<file path="src/rtl/hasti_apb_bridge_pkg.sv">
// Shared HASTI definitions: transfer encodings plus the size/alignment and
// byte-strobe helpers used by the APB bridge.
package hasti_apb_bridge_pkg;

  localparam logic [1:0] HTRANS_IDLE   = 2'b00;
  localparam logic [1:0] HTRANS_BUSY   = 2'b01;
  localparam logic [1:0] HTRANS_NONSEQ = 2'b10;
  localparam logic [1:0] HTRANS_SEQ    = 2'b11;

  localparam logic [2:0] HSIZE_BYTE = 3'd0;
  localparam logic [2:0] HSIZE_HALF = 3'd1;
  localparam logic [2:0] HSIZE_WORD = 3'd2;

  // Sizes above a word are never legal on this 32-bit bus.
  function automatic logic hasti_aligned(input logic [2:0] size, input logic [1:0] addr);
    case (size)
      HSIZE_BYTE: return 1'b1;
      HSIZE_HALF: return !addr[0];
      HSIZE_WORD: return addr == 2'b00;
      default:    return 1'b0;
    endcase
  endfunction

  function automatic logic [3:0] hasti_strb(input logic [2:0] size, input logic [1:0] addr);
    case (size)
      HSIZE_BYTE: return 4'b0001 << addr;
      HSIZE_HALF: return 4'b0011 << {addr[1], 1'b0};
      default:    return 4'b1111;
    endcase
  endfunction

endpackage

</file>
<file path="src/rtl/hasti_apb_bridge.sv">
// HASTI slave for the I/O region: each accepted transfer becomes one APB
// SETUP/ACCESS sequence; APB errors, misaligned accesses and timeouts give a two-cycle ERROR.
module hasti_apb_bridge
  import hasti_apb_bridge_pkg::*;
#(
  parameter int ADDR_W  = 16,
  parameter int TIMEOUT = 255
) (
  input  logic              hclk,
  input  logic              hreset,
  input  logic              hsel,
  input  logic [31:0]       haddr,
  input  logic              hwrite,
  input  logic [2:0]        hsize,
  input  logic [1:0]        htrans,
  input  logic              hready,
  input  logic [31:0]       hwdata,
  output logic              hreadyout,
  output logic              hresp,
  output logic [31:0]       hrdata,
  output logic [ADDR_W-1:0] paddr,
  output logic              psel,
  output logic              penable,
  output logic              pwrite,
  output logic [31:0]       pwdata,
  output logic [3:0]        pstrb,
  input  logic [31:0]       prdata,
  input  logic              pready,
  input  logic              pslverr
);

  typedef enum logic [2:0] {
    S_IDLE,
    S_SETUP,
    S_ACCESS,
    S_DONE,
    S_ERR1,
    S_ERR2
  } state_t;

  localparam int CNT_W = (TIMEOUT > 1) ? $clog2(TIMEOUT + 1) : 1;

  state_t            state_q, state_d;
  logic [ADDR_W-1:0] addr_q;
  logic              write_q;
  logic [2:0]        size_q;
  logic [CNT_W-1:0]  cnt_q;
  logic              accept, take, legal, timed_out;
  logic              unused_bits;

  assign unused_bits = ^{haddr[31:ADDR_W], htrans[0]};

  assign accept = hsel & htrans[1] & hready;
  assign legal  = hasti_aligned(hsize, haddr[1:0]);
  // Only the ready states can take a new address phase.
  assign take   = accept & hreadyout;
  // The count holds completed ACCESS cycles, so the last allowed cycle sees TIMEOUT-1.
  assign timed_out = (TIMEOUT != 0) && (cnt_q == CNT_W'(TIMEOUT - 1));

  assign hreadyout = (state_q == S_IDLE) || (state_q == S_DONE) || (state_q == S_ERR2);
  assign hresp     = (state_q == S_ERR1) || (state_q == S_ERR2);
  assign psel      = (state_q == S_SETUP) || (state_q == S_ACCESS);
  assign penable   = (state_q == S_ACCESS);
  assign paddr     = addr_q;
  assign pwrite    = write_q;
  assign pwdata    = hwdata;
  assign pstrb     = (psel && write_q) ? hasti_strb(size_q, addr_q[1:0]) : 4'b0000;

  always_comb begin
    state_d = state_q;
    case (state_q)
      S_IDLE, S_DONE, S_ERR2: begin
        if (accept) state_d = legal ? S_SETUP : S_ERR1;
        else        state_d = S_IDLE;
      end
      S_SETUP: state_d = S_ACCESS;
      S_ACCESS: begin
        if (pready && !pslverr)                state_d = S_DONE;
        else if ((pready && pslverr) || timed_out) state_d = S_ERR1;
      end
      S_ERR1:  state_d = S_ERR2;
      default: state_d = S_IDLE;
    endcase
  end

  always_ff @(posedge hclk) begin
    if (hreset) begin
      state_q <= S_IDLE;
      addr_q  <= '0;
      write_q <= 1'b0;
      size_q  <= 3'd0;
      cnt_q   <= '0;
      hrdata  <= 32'h0;
    end else begin
      state_q <= state_d;
      if (take) begin
        addr_q  <= haddr[ADDR_W-1:0];
        write_q <= hwrite;
        size_q  <= hsize;
      end
      if (state_d == S_SETUP)       cnt_q <= '0;
      else if (state_q == S_ACCESS) cnt_q <= cnt_q + 1'b1;
      if (state_q == S_ACCESS && pready && !pslverr && !write_q) hrdata <= prdata;
    end
  end

endmodule

</file>
<file path="config.mk">
export PLATFORM = sky130hd
export DESIGN_NAME = hasti_apb_bridge
export DESIGN_NICKNAME = d
export VERILOG_FILES = /design/src/rtl/hasti_apb_bridge_pkg.sv /design/src/rtl/hasti_apb_bridge.sv
export SDC_FILE = /design/constraint.sdc
export NUM_CORES = 1
export LEC_CHECK = 0
export BUFFER_PORTS_ARGS = -buffer_cell sky130_fd_sc_hd__buf_2
export CAP_MARGIN = 20
export CORE_MARGIN = 1
export CORE_UTILIZATION = 44
export DETAILED_ROUTE_END_ITERATION = 7
export PLACE_DENSITY_LB_ADDON = 0.12
export SYNTH_ARGS = -nofsm -noshare
export SYNTH_HDL_FRONTEND = slang
export SYNTH_SLANG_ARGS = --single-unit
</file>
<file path="constraint.sdc">
create_clock -name hclk -period 3.2 [get_ports hclk]
set_input_delay 0.64 -clock hclk [delete_from_list [all_inputs] [get_ports hclk]]
set_output_delay 0.64 -clock hclk [all_outputs]
set_load 0.005 [all_outputs]
</file>
# Word level (Yosys, flattened, before mapping)
# Cells that the tools add are included.
[totals]
word_cells = 50
inputBits = 108
regBits = 63
[classes]
n_bitwise = 3
shift = 2
n_reduce_logical = 20
n_eq_ne = 10
muxes = 8
n_addsub = 1
[ops]
columns = ["op", "n"]
rows = [
  ["$eq A3 B1 Y1 const B", 4],
  ["$mux W3", 4],
  ["$pmux W3 S4", 1],
  ["$eq A3 B2 Y1 const B", 3],
  ["$logic_not A3 Y1", 3],
  ["$add A8 B1 Y8 const B", 1],
  ["$eq A8 B8 Y1 const B", 1],
  ["$pmux W4 S2", 1],
  ["$eq A3 B3 Y1 const B", 2],
  ["$logic_and A1 B1 Y1", 6],
  ["$logic_or A1 B1 Y1", 5],
  ["$mux W4", 1],
  ["$shl A1 B2 Y4 const A", 1],
  ["$shl A2 B2 Y4 const A", 1],
  ["$and A1 B1 Y1", 3],
  ["$logic_not A1 Y1", 3],
  ["$pmux W1 S3", 1],
  ["$reduce_or A3 Y1", 1],
  ["$logic_not A2 Y1", 1],
  ["$reduce_or A2 Y1", 1],
]

# Depth between registers and ports, before layout
[depth]
word_depth = 7
ltp_mapped = 7
mapped_depth_nobuf = 6

# Worst setup path after synthesis
# Ideal clock, no wire load.
[synth_path]
kind = "register to register"
start = "register state_q[1]"
end = "register hrdata[10]"
path_buffers = 3
arrival_time_ns = 1.753
setup_slack_ns = 1.315
stages_incl_launch_ff = 8
t_required_ns = 3.068
path_cell_list = "dfxtp_1 > or3b_1 > buf_6 > or4b_4 > buf_6 > buf_6 > nand2_1 > a21oi_1"
[synth_via]
elab_chain_len = 4
[synth_lines]
columns = ["element", "line", "text"]
rows = [
  ["start, declared", "hasti_apb_bridge.sv:43", "state_t state_q, state_d;"],
  ["start signal, assigned", "hasti_apb_bridge.sv:95", "state_q <= state_d;"],
  ["$eq A3 B2 Y1", "hasti_apb_bridge.sv:103", "if (state_q == S_ACCESS && pready && !pslverr && !write_q) hrdata <= prdata;"],
  ["$logic_and A1 B1 Y1 (3 in series)", "hasti_apb_bridge.sv:103", ""],
  ["end signal, assigned", "hasti_apb_bridge.sv:103", ""],
  ["end, declared", "hasti_apb_bridge.sv:20", "output logic [31:0] hrdata,"],
]
# Every way passes these cells.
# A chain may end at the register's enable or synchronous reset.

# Worst setup path after layout
[layout_path]
start = "register state_q[1]"
end = "output hreadyout"
[layout_via]
elab_chain_len = 3
[layout_lines]
columns = ["element", "line", "text"]
rows = [
  ["$eq A3 B2 Y1 or $logic_not A3 Y1 (tied branches)", "hasti_apb_bridge.sv:60", "assign hreadyout = (state_q == S_IDLE) || (state_q == S_DONE) || (state_q == S_ERR2);"],
  ["$logic_or A1 B1 Y1", "hasti_apb_bridge.sv:60", ""],
  ["$logic_or A1 B1 Y1 *", "hasti_apb_bridge.sv:60", ""],
  ["end, declared", "hasti_apb_bridge.sv:18", "output logic hreadyout,"],
]
# Mark *: on every way between the ends. The rest lies on a longest branch, timed or not.

==> flow_summary.html <==
<table>
<tr><th>Metric</th><th>Value</th></tr>
<tr><th colspan="2">Clock tree</th></tr>
<tr><td>Clock tree from TritonCTS</td><td>yes</td></tr>
<tr><td>Number of clock buffers inserted by TritonCTS</td><td>9</td></tr>
<tr><td>Post-CTS Hold Buffers</td><td>0</td></tr>
<tr><td>Number of instances resized during post-cts repair</td><td>0</td></tr>
<tr><td>Worst-Skew Late Latency</td><td>approximately 0.33 ns</td></tr>
<tr><td>Total setup buffers inserted after CTS</td><td>0</td></tr>
<tr><td>Number of clock sinks seen by CTS</td><td>63</td></tr>
<tr><td>Deepest clock path buffer count</td><td>2</td></tr>
<tr><td>Maximum level of the CTS H-tree</td><td>3</td></tr>
<tr><td>Worst-path clk slew</td><td>0.07 ns</td></tr>
<tr><td>Master cell of the clock root buffer</td><td>sky130_fd_sc_hd__clkbuf_8</td></tr>
<tr><th colspan="2">Final layout</th></tr>
<tr><td>Filler Cell Count</td><td>622</td></tr>
<tr><td>Cell area after layout</td><td>3340 um^2</td></tr>
<tr><td>Fin nets</td><td>537</td></tr>
<tr><td>Area Overhead vs Synth</td><td>18.7%</td></tr>
<tr><td>Ant. Diodes</td><td>0</td></tr>
<tr><td>Fraction of final layout cells sized beyond drive strength 1</td><td>32.0%</td></tr>
<tr><th colspan="2">Setup path</th></tr>
<tr><td>Startpoint of the worst register-to-register path</td><td>state_q[1]</td></tr>
<tr><td>Startpoint kind of the worst setup timing path</td><td>flip-flop</td></tr>
<tr><td>CP Launch Point</td><td>state_q[1]</td></tr>
<tr><td>Critical Path Slowest Stage Cell</td><td>sky130_fd_sc_hd__mux2i_1</td></tr>
<tr><td>Reg-to-reg setup timing slack</td><td>1.11 ns</td></tr>
<tr><td>Reg-to-Reg End</td><td>hrdata[0]</td></tr>
<tr><td>Crit. End Element</td><td>primary output</td></tr>
<tr><td>Required time of the critical path</td><td>2.56 ns</td></tr>
<tr><td>Data arrival at the endpoint of the critical path</td><td>between 1.5 and 2 ns</td></tr>
<tr><td>Number of cells on the worst reg-to-reg path</td><td>5</td></tr>
<tr><td>Largest stage delay, worst path</td><td>0.61 ns</td></tr>
<tr><td>Worst setup path category</td><td>flip-flop to primary output</td></tr>
<tr><td>Critical path peak fanout</td><td>9</td></tr>
<tr><td>Cells traversed along the worst timing path</td><td>and2b_1, mux2i_1, inv_1, buf_2</td></tr>
<tr><th colspan="2">Routing</th></tr>
<tr><td>Number of detailed-route iterations in the first pass</td><td>4</td></tr>
<tr><td>DR iter-0 viols</td><td>84</td></tr>
<tr><td>DRT antenna net count</td><td>0</td></tr>
<tr><td>Routed wire per std cell</td><td>~13 um</td></tr>
<tr><td>Total number of vias</td><td>2565</td></tr>
<tr><td>Detail-routed via count per cell</td><td>between 5 and 6</td></tr>
<tr><td>Number of remaining DRC errors</td><td>0</td></tr>
<tr><td>Drt total wl</td><td>6.39 mm</td></tr>
<tr><th colspan="2">Floorplan</th></tr>
<tr><td>Initial Utilization</td><td>46.4%</td></tr>
<tr><td>Area of the core</td><td>6060 um^2</td></tr>
<tr><td>Count of standard-cell rows</td><td>28</td></tr>
<tr><td>Total die area</td><td>roughly 6700 um^2</td></tr>
<tr><td>Chip width</td><td>about 82 um</td></tr>
<tr><td>Die H</td><td>between 80 and 90 um</td></tr>
<tr><td>I/O pin count</td><td>197</td></tr>
<tr><th colspan="2">Synthesis</th></tr>
<tr><td>Share of synthesized area occupied by flip-flops and latches</td><td>44.8%</td></tr>
<tr><td>Number of synthesized register bits</td><td>63</td></tr>
<tr><td>Post-synthesis cell count</td><td>about 350</td></tr>
<tr><td>Total standard cell area after synthesis</td><td>2820 um^2</td></tr>
<tr><td>Distinct cell type count after synthesis</td><td>36</td></tr>
<tr><td>Synth Warn #</td><td>0</td></tr>
<tr><td>Synth Area per Inst</td><td>8.07 um^2</td></tr>
<tr><td>Post-synthesis net count</td><td>459</td></tr>
<tr><th colspan="2">Timing</th></tr>
<tr><td>Largest clock skew in the final design</td><td>0.00667 ns</td></tr>
<tr><td>Hold violation total from the final report</td><td>0</td></tr>
<tr><td>Total negative slack</td><td>0 ns</td></tr>
<tr><td>Unrepaired setup endpoints after global routing</td><td>false</td></tr>
<tr><td>Slew at the pin closest to its max-slew limit</td><td>between 0.7 and 0.8 ns</td></tr>
<tr><td>Total count of max-transition violations in the final report</td><td>0</td></tr>
<tr><td>Maximum clock frequency</td><td>0.399 GHz</td></tr>
<tr><td>Period Utilization, post-route</td><td>between 70% and 80%</td></tr>
<tr><td>Rel. slew slack</td><td>48.0%</td></tr>
<tr><td>Fin crit period</td><td>2.51 ns</td></tr>
<tr><td>Number of setup violations in the final report</td><td>0</td></tr>
<tr><th colspan="2">Placement</th></tr>
<tr><td>Final weighted congestion of routability-driven global placement</td><td>0.808</td></tr>
<tr><td>Hpwl dp</td><td>4.40 mm</td></tr>
<tr><td>Placed cell areas</td><td>between 3000 and 4000 um^2</td></tr>
<tr><td>Count of buffers inserted at the top-level ports</td><td>115</td></tr>
<tr><th colspan="2">Hold path</th></tr>
<tr><td>Worst min-delay path endpoint</td><td>hrdata[25]</td></tr>
<tr><td>Number of cells on the worst hold path</td><td>2</td></tr>
<tr><td>Classification of the worst-slack hold path</td><td>flip-flop to flip-flop</td></tr>
<tr><td>Hold path startpoint</td><td>hrdata[25]</td></tr>
<tr><th colspan="2">Run</th></tr>
<tr><td>Number of maximum-capacitance violations</td><td>0</td></tr>
<tr><th colspan="2">Outcome</th></tr>
<tr><td>Status</td><td>complete, no violations</td></tr>
<tr><th colspan="2">Power</th></tr>
<tr><td>Total power density per cell area</td><td>455 nW/um^2</td></tr>
<tr><td>Static leakage power</td><td>around 1.4 nW</td></tr>
<tr><td>Worst vdd ir</td><td>between 0.2 and 0.3 mV</td></tr>
<tr><td>Post-route total power</td><td>~0.0015 W</td></tr>
<tr><th colspan="2">Global route</th></tr>
<tr><td>GRT Residual Overflow</td><td>0</td></tr>
<tr><td>Number of antenna violations at the first check in global routing</td><td>0</td></tr>
<tr><td>Global-route wire length before repair</td><td>9.55 mm</td></tr>
<tr><td>Via count of the first global-routing pass</td><td>2130</td></tr>
<tr><td>Largest net degree at the start of global routing</td><td>53</td></tr>
<tr><td>Global routing usage summed across all routing layers</td><td>18.6%</td></tr>
</table>
==> per-stage QoR <==
| step | cells | setup slack, ns | util, % | hold slack [ns] |
|---|---|---|---|---|
| 2_1_floorplan | 349 | 1.31 | - | 0.453 |
| 3_3_place_gp | 491 | 1.08 | 52.4 | 0.438 |
| 3_5_place_dp | 491 | 1.07 | 52.4 | 0.445 |
| 4_1_cts | 506 | 0.690 | 55.1 | 0.453 |
| 5_1_grt | 506 | 0.538 | 55.1 | 0.467 |
| 6_report | 506 | 0.694 | 55.1 | 0.449 |
==> how the worst max path moves through the flow <==
stage / endpoint
global placement: hreadyout
detailed placement: hreadyout
CTS: hreadyout
floorplan: hrdata[10]
finish: hreadyout
global route: hreadyout
==> cells in the final DEF (no fill, tap or decap), types with 3 or more instances in the layout <==
master	count
sky130_fd_sc_hd__nor3_1	5
sky130_fd_sc_hd__o21ai_0	22
sky130_fd_sc_hd__clkinv_2	3
sky130_fd_sc_hd__clkbuf_8	10
sky130_fd_sc_hd__o21bai_1	3
sky130_fd_sc_hd__nand2_1	69
sky130_fd_sc_hd__nand3_1	23
sky130_fd_sc_hd__buf_2	115
sky130_fd_sc_hd__a21oi_1	68
sky130_fd_sc_hd__xnor2_1	6
sky130_fd_sc_hd__inv_1	7
sky130_fd_sc_hd__nor2_1	4
sky130_fd_sc_hd__dfxtp_1	63
sky130_fd_sc_hd__buf_4	5
==> power breakdown <==
group / total (W) / internal, W / switching, W
sequential: 0.000808 / 0.000798 / 0.00000991
combinational: 0.000135 / 0.0000596 / 0.0000756
clock: 0.000578 / 0.000294 / 0.000284
==> worst max-delay path, delay by kind of cell (launching register included) <==
family                 cells  cell delay (ns)
buffers and inverters      2             0.28
DFF                        1             0.43
muxes                      1             0.61
and+or+nand+nor            1             0.22
==> sequential cells by signal, indices dropped and copies added (netlist names) <==
| signal | flops |
|---|---|
| hrdata | 32 |
| paddr | 16 |
| cnt_q | 8 |
| size_q | 3 |
| state_q | 3 |
| pwrite | 1 |
==> area by class of cell <==
class / instances / area, um^2 / share of cell area, %
clock inverter: 4 / 22.5 / 0.674
inverter: 7 / 26.3 / 0.786
timing repair buffer: 121 / 633 / 18.9
tap: 75 / 93.8 / 2.81
sequential: 63 / 1260 / 37.7
multi-input combinational: 225 / 1160 / 34.8
clock buffer: 11 / 141 / 4.23
==> per-layer routing <==
layer	vias to the layer above	wire, um	part of all wire, %	track usage, %
met3	8	499	7.8	5.11
met4	0	74	1.2	8.95
met5	-	0	0	0
li1	1311	-	-	-
met2	99	2820	44	30.3
met1	1147	2990	47	22.4
==> Yosys cell counts <==
master / number / share of area (%)
sky130_fd_sc_hd__nor4_1: 1 / 0.22
sky130_fd_sc_hd__nand4b_1: 1 / 0.31
sky130_fd_sc_hd__buf_1: 3 / 0.40
sky130_fd_sc_hd__o211ai_1: 1 / 0.27
sky130_fd_sc_hd__or4b_4: 1 / 0.49
sky130_fd_sc_hd__inv_1: 7 / 0.93
sky130_fd_sc_hd__xnor2_1: 6 / 1.9
sky130_fd_sc_hd__nor2b_1: 2 / 0.44
sky130_fd_sc_hd__o21bai_1: 3 / 0.80
sky130_fd_sc_hd__nand4_1: 2 / 0.44
sky130_fd_sc_hd__and2b_1: 1 / 0.27
sky130_fd_sc_hd__or3b_2: 1 / 0.31
sky130_fd_sc_hd__o21a_1: 1 / 0.27
sky130_fd_sc_hd__nand2b_1: 1 / 0.22
sky130_fd_sc_hd__nor2_1: 4 / 0.53
sky130_fd_sc_hd__or2b_1: 1 / 0.27
sky130_fd_sc_hd__nor4b_4: 1 / 0.84
sky130_fd_sc_hd__o21ai_0: 22 / 3.9
sky130_fd_sc_hd__buf_4: 32 / 8.5
sky130_fd_sc_hd__xor2_1: 2 / 0.62
sky130_fd_sc_hd__mux2i_1: 1 / 0.36
sky130_fd_sc_hd__buf_6: 5 / 2.0
sky130_fd_sc_hd__a221oi_1: 1 / 0.31
sky130_fd_sc_hd__nand2_1: 69 / 9.2
sky130_fd_sc_hd__clkbuf_1: 11 / 1.5
sky130_fd_sc_hd__dfxtp_1: 63 / 45
sky130_fd_sc_hd__buf_2: 3 / 0.53
sky130_fd_sc_hd__and3_1: 1 / 0.22
sky130_fd_sc_hd__nand3_1: 23 / 4.1
sky130_fd_sc_hd__or3b_1: 1 / 0.31
sky130_fd_sc_hd__a21oi_1: 68 / 12
sky130_fd_sc_hd__o2111ai_1: 1 / 0.31
sky130_fd_sc_hd__ha_1: 2 / 0.89
sky130_fd_sc_hd__nor3_1: 5 / 0.89
sky130_fd_sc_hd__a32oi_1: 1 / 0.31
sky130_fd_sc_hd__o31ai_1: 1 / 0.27
==> cell families after synthesis <==
family	share of synthesized area (%)
mux	0.356
fa+ha+maj	0.889
compound gates	18.5
simple gates	19.1
xor+xnor	2.49
buf+inv	13.9
flops	44.8
Note: power is estimated with default switching activity, not from simulation.
